`src/rtl/sample_frame_collector.sv`:
```
// sample_frame_collector
//
// Packs a serial stream of WIDTH-bit samples into frames of SAMPLES samples
// and hands each frame to the FFT input-reorder stage as a parallel array.
// Two frame banks alternate roles. One bank fills from the stream while the
// other holds a finished frame for the consumer. This lets the stream run at
// one sample per clock as long as each frame is taken within SAMPLES cycles.
//
// Ports
//   clk          rising-edge clock
//   reset        synchronous active-high reset; clears banks, flags and counter
//   flush        drops the partially filled frame; same-cycle sample is ignored
//   in_sample    serial input sample
//   in_valid     in_sample is valid
//   in_ready     collector can accept a sample this cycle
//   frame_out    frame array presented to the consumer; [0] is the oldest sample
//   frame_valid  frame_out holds a complete frame
//   frame_ready  consumer takes frame_out this cycle
//   frame_count  number of frames handed off, wraps modulo 2^16
module sample_frame_collector #(
  parameter int SAMPLES = 8,
  parameter int WIDTH   = 3
) (
  input  logic             clk,
  input  logic             reset,
  input  logic             flush,
  input  logic [WIDTH-1:0] in_sample,
  input  logic             in_valid,
  output logic             in_ready,
  output logic [WIDTH-1:0] frame_out [SAMPLES],
  output logic             frame_valid,
  input  logic             frame_ready,
  output logic [15:0]      frame_count
);
  localparam int CNT_W = $clog2(SAMPLES);

  logic [WIDTH-1:0] bank_q [2][SAMPLES];
  logic [WIDTH-1:0] bank_d [2][SAMPLES];
  logic [1:0]       bank_full_q, bank_full_d;
  logic             wr_bank_q, wr_bank_d;
  logic             rd_bank_q, rd_bank_d;
  logic [CNT_W-1:0] wr_idx_q, wr_idx_d;
  logic [15:0]      frame_count_q, frame_count_d;
  logic             accept;
  logic             handoff;

  // The write bank is only blocked when it still holds an unconsumed frame,
  // which happens exactly when both banks are full.
  assign in_ready    = !reset && !flush && !bank_full_q[wr_bank_q];
  assign frame_valid = bank_full_q[rd_bank_q];
  assign frame_count = frame_count_q;
  assign accept      = in_valid && in_ready;
  assign handoff     = frame_valid && frame_ready;

  always_comb begin
    for (int i = 0; i < SAMPLES; i++) begin
      frame_out[i] = bank_q[rd_bank_q][i];
    end
  end

  // A completing write and a handoff can share an edge. They never touch the
  // same bank: a write needs its bank empty, and a handoff needs its bank full.
  always_comb begin
    bank_d        = bank_q;
    bank_full_d   = bank_full_q;
    wr_bank_d     = wr_bank_q;
    rd_bank_d     = rd_bank_q;
    wr_idx_d      = wr_idx_q;
    frame_count_d = frame_count_q;

    if (flush) begin
      wr_idx_d = '0;
    end else if (accept) begin
      bank_d[wr_bank_q][wr_idx_q] = in_sample;
      if (wr_idx_q == CNT_W'(SAMPLES - 1)) begin
        bank_full_d[wr_bank_q] = 1'b1;
        wr_bank_d              = ~wr_bank_q;
        wr_idx_d               = '0;
      end else begin
        wr_idx_d = wr_idx_q + 1'b1;
      end
    end

    if (handoff) begin
      bank_full_d[rd_bank_q] = 1'b0;
      rd_bank_d              = ~rd_bank_q;
      frame_count_d          = frame_count_q + 16'd1;
    end
  end

  always_ff @(posedge clk) begin
    if (reset) begin
      for (int b = 0; b < 2; b++) begin
        for (int i = 0; i < SAMPLES; i++) begin
          bank_q[b][i] <= '0;
        end
      end
      bank_full_q   <= '0;
      wr_bank_q     <= 1'b0;
      rd_bank_q     <= 1'b0;
      wr_idx_q      <= '0;
      frame_count_q <= '0;
    end else begin
      bank_q        <= bank_d;
      bank_full_q   <= bank_full_d;
      wr_bank_q     <= wr_bank_d;
      rd_bank_q     <= rd_bank_d;
      wr_idx_q      <= wr_idx_d;
      frame_count_q <= frame_count_d;
    end
  end
endmodule
```
`config.mk`:
```
export PLATFORM = sky130hd
export DESIGN_NAME = sample_frame_collector
export DESIGN_NICKNAME = d
export VERILOG_FILES = /design/src/rtl/sample_frame_collector.sv
export SDC_FILE = /design/constraint.sdc
export NUM_CORES = 1
export LEC_CHECK = 0
export CAP_MARGIN = 20
export CORE_UTILIZATION = 50
export DETAILED_ROUTE_END_ITERATION = 16
export GPL_ROUTABILITY_DRIVEN = 0
export PLACE_DENSITY_LB_ADDON = 0.3
export SLEW_MARGIN = 5
export SYNTH_ARGS = -nofsm -noshare
export SYNTH_HDL_FRONTEND = slang
export SYNTH_SLANG_ARGS = --single-unit
```
`constraint.sdc`:
```
create_clock -name clk -period 1.82 [get_ports clk]
set_input_delay 0.273 -clock clk [delete_from_list [all_inputs] [get_ports clk]]
set_output_delay 0.273 -clock clk [all_outputs]
set_load 0.1 [all_outputs]
```
==> impl_metrics.csv, run 1 <==
group,metric,value,unit
sta,finalCritPeriodShare,1.00,
sta,final_hold_viol_count,0,
outcome,failed_checks,"setup timing",
worst_setup_path,start_kind,"flop",
route,dr.pass1.iters,4,
sta,fin_worst_skew,0.00625,ns
clock_network,cts_buffer_depth,2,
route,vias_per_cell,5.40,
floorplan,dieWidth,83.3,microns
worst_setup_path,path_class,"flop to output pin",
hold_path,hp-start,"reset",
worst_setup_path,cp_data_required_time,1.55,ns
floorplan,die_area,6950,sq um
route,avgRoutedWirePerCell,15.3,microns
sta,worst_pin_slew,0.615,ns
synthesis,synth_edf_count,0,
grt,grt_max_degree,62,
sta,relSlewSlack,0.590,
finish,area_growth,38.3,%
worst_setup_path,cp.arrival,1.55,ns
power_and_ir_drop,leakage,0.00189,uW
worst_setup_path,cp_max_fo,4,
sta,drv_slew,0,
synthesis,synthCells,335,
floorplan,dieHeight,83.3,microns
floorplan,core,6390,sq um
sta,setup_violations,1,
sta,final.min_clock_period,1.82,ns
clock_network,clock_tree.root_cell,"clkbuf_8",
placed_design,dp_hpwl,5050,microns
clock_network,cts_tree,"yes",
route,num_vias,2625,
clock_network,htreeDepth,3,
worst_setup_path,worstSetupStartpoint,"rd_bank_q",
floorplan,ioPinCount,50,
grt,grt_usage,0.225,
hold_path,worstHoldPathType,"input pin to flop",
clock_network,insertion_delay,0.34,ns
route,drtIter0Drc,168,
power_and_ir_drop,power.density,683,nW/um^2
finish,fin_area,4570,sq um
synthesis,synthFlopType,"dfxtp_1",
clock_network,clock-sinks,71,
route,wl,7440,microns
synthesis,synth_nets,346,
synthesis,yosysTopAreaCell,"dfxtp_1",
power_and_ir_drop,ir_drop,0.850,mV
synthesis,ys_seq_elements,71,
synthesis,synth_top_area_frac,0.430,
flow_run,drv_cap,0,
sta,fmax,549,MHz
synthesis,ys_seq_area_frac,0.430,
synthesis,synth_most_common_cell,"dfxtp_1",
route,drtAntennaViolNets,0,
floorplan,start_util,0.518,
worst_setup_path,r2r-start,"wr_idx_q[0]",
finish,nNetsFinal,415,
outcome,outcome,"complete, but fails checks",
synthesis,yosys-top-cells-area,"dfxtp_1 (43%), mux2i_1 (15%), mux2_2 (8.2%), nor2_1 (7.0%), nor4_4 (3.2%)",
sta,rsz0062_at_grt,"true",
finish,drive_above_1_share,0.357,
placed_design,place_area,4280,sq um
synthesis,yosys_warnings,0,
finish,instances_no_fill,486,
synthesis,postSynthAreaPerCell,9.88,sq um
clock_network,cts_buffers,9,
sta,setup_ws,-0.000602,ns
clock_network,clkSlewWorstSetupHoldPaths,0.08,ns
synthesis,ys_types,37,
synthesis,synth_commonest_cells,"dfxtp_1 (71), nor2_1 (62), mux2i_1 (51), mux2_2 (24), clkbuf_1 (13)",
grt,antenna_found_initial,0,
synthesis,async_flop_share,0,
grt,grt_pass1_wl,12500,microns
route,drc,0,
grt,grt_pass1_vias,2654,
placed_design,dp_cells,465,
worst_setup_path,worst_setup_path_end_kind,"output pin",
grt,grt-ovfl-total,0,
finish,n_antenna_cell,0,
placed_design,numPortBuffers,49,
synthesis,synth_area,3310,sq um
clock_network,holdBufCountCts,0,
floorplan,num_rows,29,
[kinds of logic after synthesis]
logic type,after synthesis,synth area share
compound gates,18,0.0295
xor+xnor,10,0.0265
fa+ha+maj,3,0.0113
buf+inv,24,0.0329
flops,71,0.430
mux,75,0.236
simple gates,134,0.234
[routing by layer]
metal	global-route usage	part of all wire	vias up
li1	-	-	1321
met1	0.268	0.45	1240
met2	0.396	0.50	55
met3	0.0557	0.038	9
met4	0.0737	0.016	0
met5	0	0	-
[sequential cells by signal, indices dropped and copies added (netlist names)]
signal       cells
bank_full_q      2
bank_q          48
frame_count     16
rd_bank_q        1
wr_bank_q        1
wr_idx_q         3
[final cells by class]
cell class	instances	area [sq um]
Multi-Input combinational cell	240	1810
Inverter	2	11.3
Timing Repair Buffer	80	965
Fill cell	451	1810
Clock buffer	13	190
Clock inverter	3	46.3
Tap cell	77	96.3
Sequential cell	71	1460
[worst paths after layout]
kind	endpoint	cells after the start	slack [ns]
worst max-delay path	frame_valid	3	-0.0006
worst min-delay path	frame_count[11]	3	0.30
worst max register to register	bank_q[44]	4	0.16
worst min register to register	bank_q[20]	2	0.49
[placed cells by master (no fill, tap or decap), types with 3 or more instances in the layout]
| cell | synthesis | final |
|---|---|---|
| nor2_1 | 62 | 62 |
| dfxtp_1 | 71 | 54 |
| mux2i_1 | 51 | 49 |
| buf_4 | 1 | 44 |
| buf_12 | 0 | 27 |
| mux2_2 | 24 | 24 |
| clkbuf_8 | 0 | 12 |
| nand2_1 | 12 | 11 |
| dfxtp_2 | 0 | 11 |
| nand4_1 | 9 | 9 |
| a21oi_1 | 8 | 8 |
| xnor2_1 | 8 | 8 |
| or3_1 | 7 | 7 |
| o21ai_0 | 6 | 6 |
| nand3_1 | 6 | 6 |
| dfxtp_4 | 0 | 6 |
| nor3_1 | 5 | 5 |
| nor4_4 | 5 | 5 |
| clkdlybuf4s50_1 | 0 | 5 |
| nor4b_1 | 4 | 4 |
| nor2b_1 | 3 | 3 |
| nand4b_1 | 3 | 3 |
| ha_1 | 3 | 3 |
[critical path, cell delays in order (launching register included)]
cell	delay (ns)
dfxtp_2	0.38
mux2i_2	0.38
clkinvlp_4	0.23
buf_12	0.20
[what timing repair did]
action	in CTS	in global routing
pin swaps	1	1
gates resized for setup	4	3
endpoints found under the setup margin	28	23
setup buffers	1	4
[where the power goes]
| part | switching, uW | leakage [uW] | total [uW] | internal (uW) |
|---|---|---|---|---|
| logic | 98.7 | 0.00119 | 155 | 56.4 |
| registers | 2.65 | 0.000582 | 1550 | 1550 |
| clock network | 591 | 0.000117 | 1420 | 831 |
[stage by stage]
| step | total power [uW] | util | hold WS, ns | setup slack, ns | TNS [ns] |
|---|---|---|---|---|---|
| global placement | 1740 | 0.671 | 0.468 | -0.347 | -9.30 |
| CTS | 3140 | 0.710 | 0.294 | -0.0142 | -0.0142 |
| finish | 3130 | 0.716 | 0.305 | -0.000602 | -0.000602 |
| floorplan | 1670 | - | 0.351 | -0.0567 | -0.0567 |
| global route | 3230 | 0.716 | 0.313 | -0.0929 | -0.314 |
| detailed placement | 1740 | 0.671 | 0.484 | -0.368 | -10.59 |
(Power assumes the default switching activity.)
==> run 2: changes to the inputs <==
--- a/config.mk
+++ b/config.mk
@@ -5,7 +5,7 @@
 export SDC_FILE = /design/constraint.sdc
 export NUM_CORES = 1
 export LEC_CHECK = 0
-export CAP_MARGIN = 20
+export CORE_ASPECT_RATIO = 0.7
 export CORE_UTILIZATION = 50
 export DETAILED_ROUTE_END_ITERATION = 16
 export GPL_ROUTABILITY_DRIVEN = 0
==> impl_metrics.csv, run 2 (synthesized netlist as in run 1, its figures left out) <==
group,metric,value,unit
floorplan,ioPinCount,50,
clock_network,cts_buffer_depth,2,
outcome,failed_checks,"setup timing",
grt,grt_pass1_vias,2564,
clock_network,insertion_delay,0.35,ns
finish,area_growth,39.0,%
finish,final_common_cell,"nor2_1",
sta,worst_pin_slew,0.389,ns
floorplan,start_util,0.525,
floorplan,dieWidth,99.2,microns
worst_setup_path,cp_data_required_time,2.04,ns
grt,grt_pass1_wl,12500,microns
finish,fin_area,4600,sq um
route,avgRoutedWirePerCell,16.0,microns
worst_setup_path,path_class,"input pin to flop",
sta,rsz0062_at_grt,"true",
grt,grt_max_degree,36,
clock_network,clock_tree.root_cell,"clkbuf_8",
placed_design,place_area,4280,sq um
clock_network,cts_buffers,9,
sta,fin_tns_setup,-0.00409,ns
route,drtAntennaViolNets,0,
sta,setup_violations,1,
placed_design,numPortBuffers,49,
worst_setup_path,crit_chain,"clkdlybuf4s50_1, or3b_4, buf_6, nor4b_4, buf_4, mux2i_2, nor2_1",
floorplan,dieHeight,70.1,microns
route,wl,7810,microns
worst_setup_path,worst_path_max_delay_cell,"clkdlybuf4s50_1",
sta,hold-worst-slack,0.307,ns
outcome,outcome,"complete, but fails checks",
route,num_vias,2727,
sta,relSlewSlack,0.737,
placed_design,dp_hpwl,5270,microns
sta,fmax,548,MHz
power_and_ir_drop,total_power,3080,uW
floorplan,die_area,6950,sq um
grt,grt-ovfl-total,0,
route,vias_per_cell,5.58,
route,drc,0,
finish,regMostFlops,"bank_q",
clock_network,clock-sinks,71,
power_and_ir_drop,ir_drop,0.443,mV
sta,final_hold_viol_count,0,
worst_setup_path,start_kind,"input pin",
grt,antenna_found_initial,0,
finish,n_fill_cell,458,
finish,n_antenna_cell,0,
sta,fin_worst_skew,0.00805,ns
route,drtIter0Drc,157,
worst_setup_path,cp_max_fo,6,
power_and_ir_drop,leakage,0.00190,uW
finish,largest_reg_flops,48,
finish,final_cell_mix,"nor2_1 (62), dfxtp_1 (53), mux2i_1 (48)",
worst_setup_path,cp.arrival,2.05,ns
route,dr.pass1.iters,4,
hold_path,worstHoldPathType,"input pin to flop",
clock_network,cts_tree,"yes",
clock_network,clkSlewWorstSetupHoldPaths,0.07,ns
finish,drive_above_1_share,0.365,
flow_run,drv_cap,0,
grt,grt_usage,0.234,
floorplan,core,6310,sq um
sta,finalCritPeriodShare,1.00,
clock_network,htreeDepth,3,
power_and_ir_drop,power.density,671,nW/um^2
worst_setup_path,worst_setup_path_end_kind,"flop",
sta,setup_ws,-0.00409,ns
floorplan,num_rows,24,
sta,drv_slew,0,
worst_setup_path,max_stage_delay,0.44,ns
clock_network,holdBufCountCts,0,
finish,nNetsFinal,417,
sta,final.min_clock_period,1.82,ns
==> run 2: cell type report <==
| type | instances | area, sq um | area share |
|---|---|---|---|
| multi-input combinational | 240 | 1820 | 0.396 |
| sequential | 71 | 1460 | 0.318 |
| timing repair buffer | 82 | 987 | 0.215 |
| clock buffer | 14 | 184 | 0.0400 |
| tap | 78 | 97.6 | 0.0212 |
| clock inverter | 2 | 35.0 | 0.00762 |
| inverter | 2 | 11.3 | 0.00245 |
==> run 2: routing by layer <==
layer | vias to the layer above | track usage | wire (microns)
met1 | 1308 | 0.320 | 3660
met5 | - | 0 | 0
met3 | 11 | 0.0621 | 412
met2 | 86 | 0.346 | 3620
met4 | 0 | 0.108 | 118
li1 | 1322 | - | -
==> run 2: final timing paths <==
| check | slack (ns) | to | depth (start not counted) | from |
|---|---|---|---|---|
| min | 0.31 | frame_count[12] | 3 | reset |
| max | -0.004 | bank_q[33] | 7 | flush |
| max reg2reg | 0.16 | frame_count[11] | 5 | bank_full_q[1] |
| min reg2reg | 0.50 | bank_q[37] | 2 | bank_q[37] |
==> run 2: worst max-delay path: cells and delay by family <==
kind,cells,cell delay [ns]
buffers and inverters,3,0.79
and+or+nand+nor,3,0.74
muxes,1,0.23
==> run 2: through the flow <==
stage,worst slack (ns),cells,utilization
6_report,-0.00409,489,0.729
5_1_grt,-0.0704,489,0.729
4_1_cts,-0.0257,484,0.718
3_5_place_dp,-0.343,466,0.679
3_3_place_gp,-0.305,466,0.679
2_1_floorplan,-0.0567,335,-
==> run 2: where the power goes <==
| part | internal, uW | leakage (uW) | switching, uW |
|---|---|---|---|
| Sequential | 1540 | 0.000583 | 2.90 |
| Clock | 791 | 0.000112 | 585 |
| Combinational | 61.0 | 0.00121 | 101 |
==> run 2: timing repair <==
item | CTS | global route
gates cloned | 0 | 1
pin swaps | 1 | 0
setup buffers | 2 | 4
endpoints found under the hold margin | 0 | 0
endpoints found under the setup margin | 27 | 51
resized for setup | 4 | 13
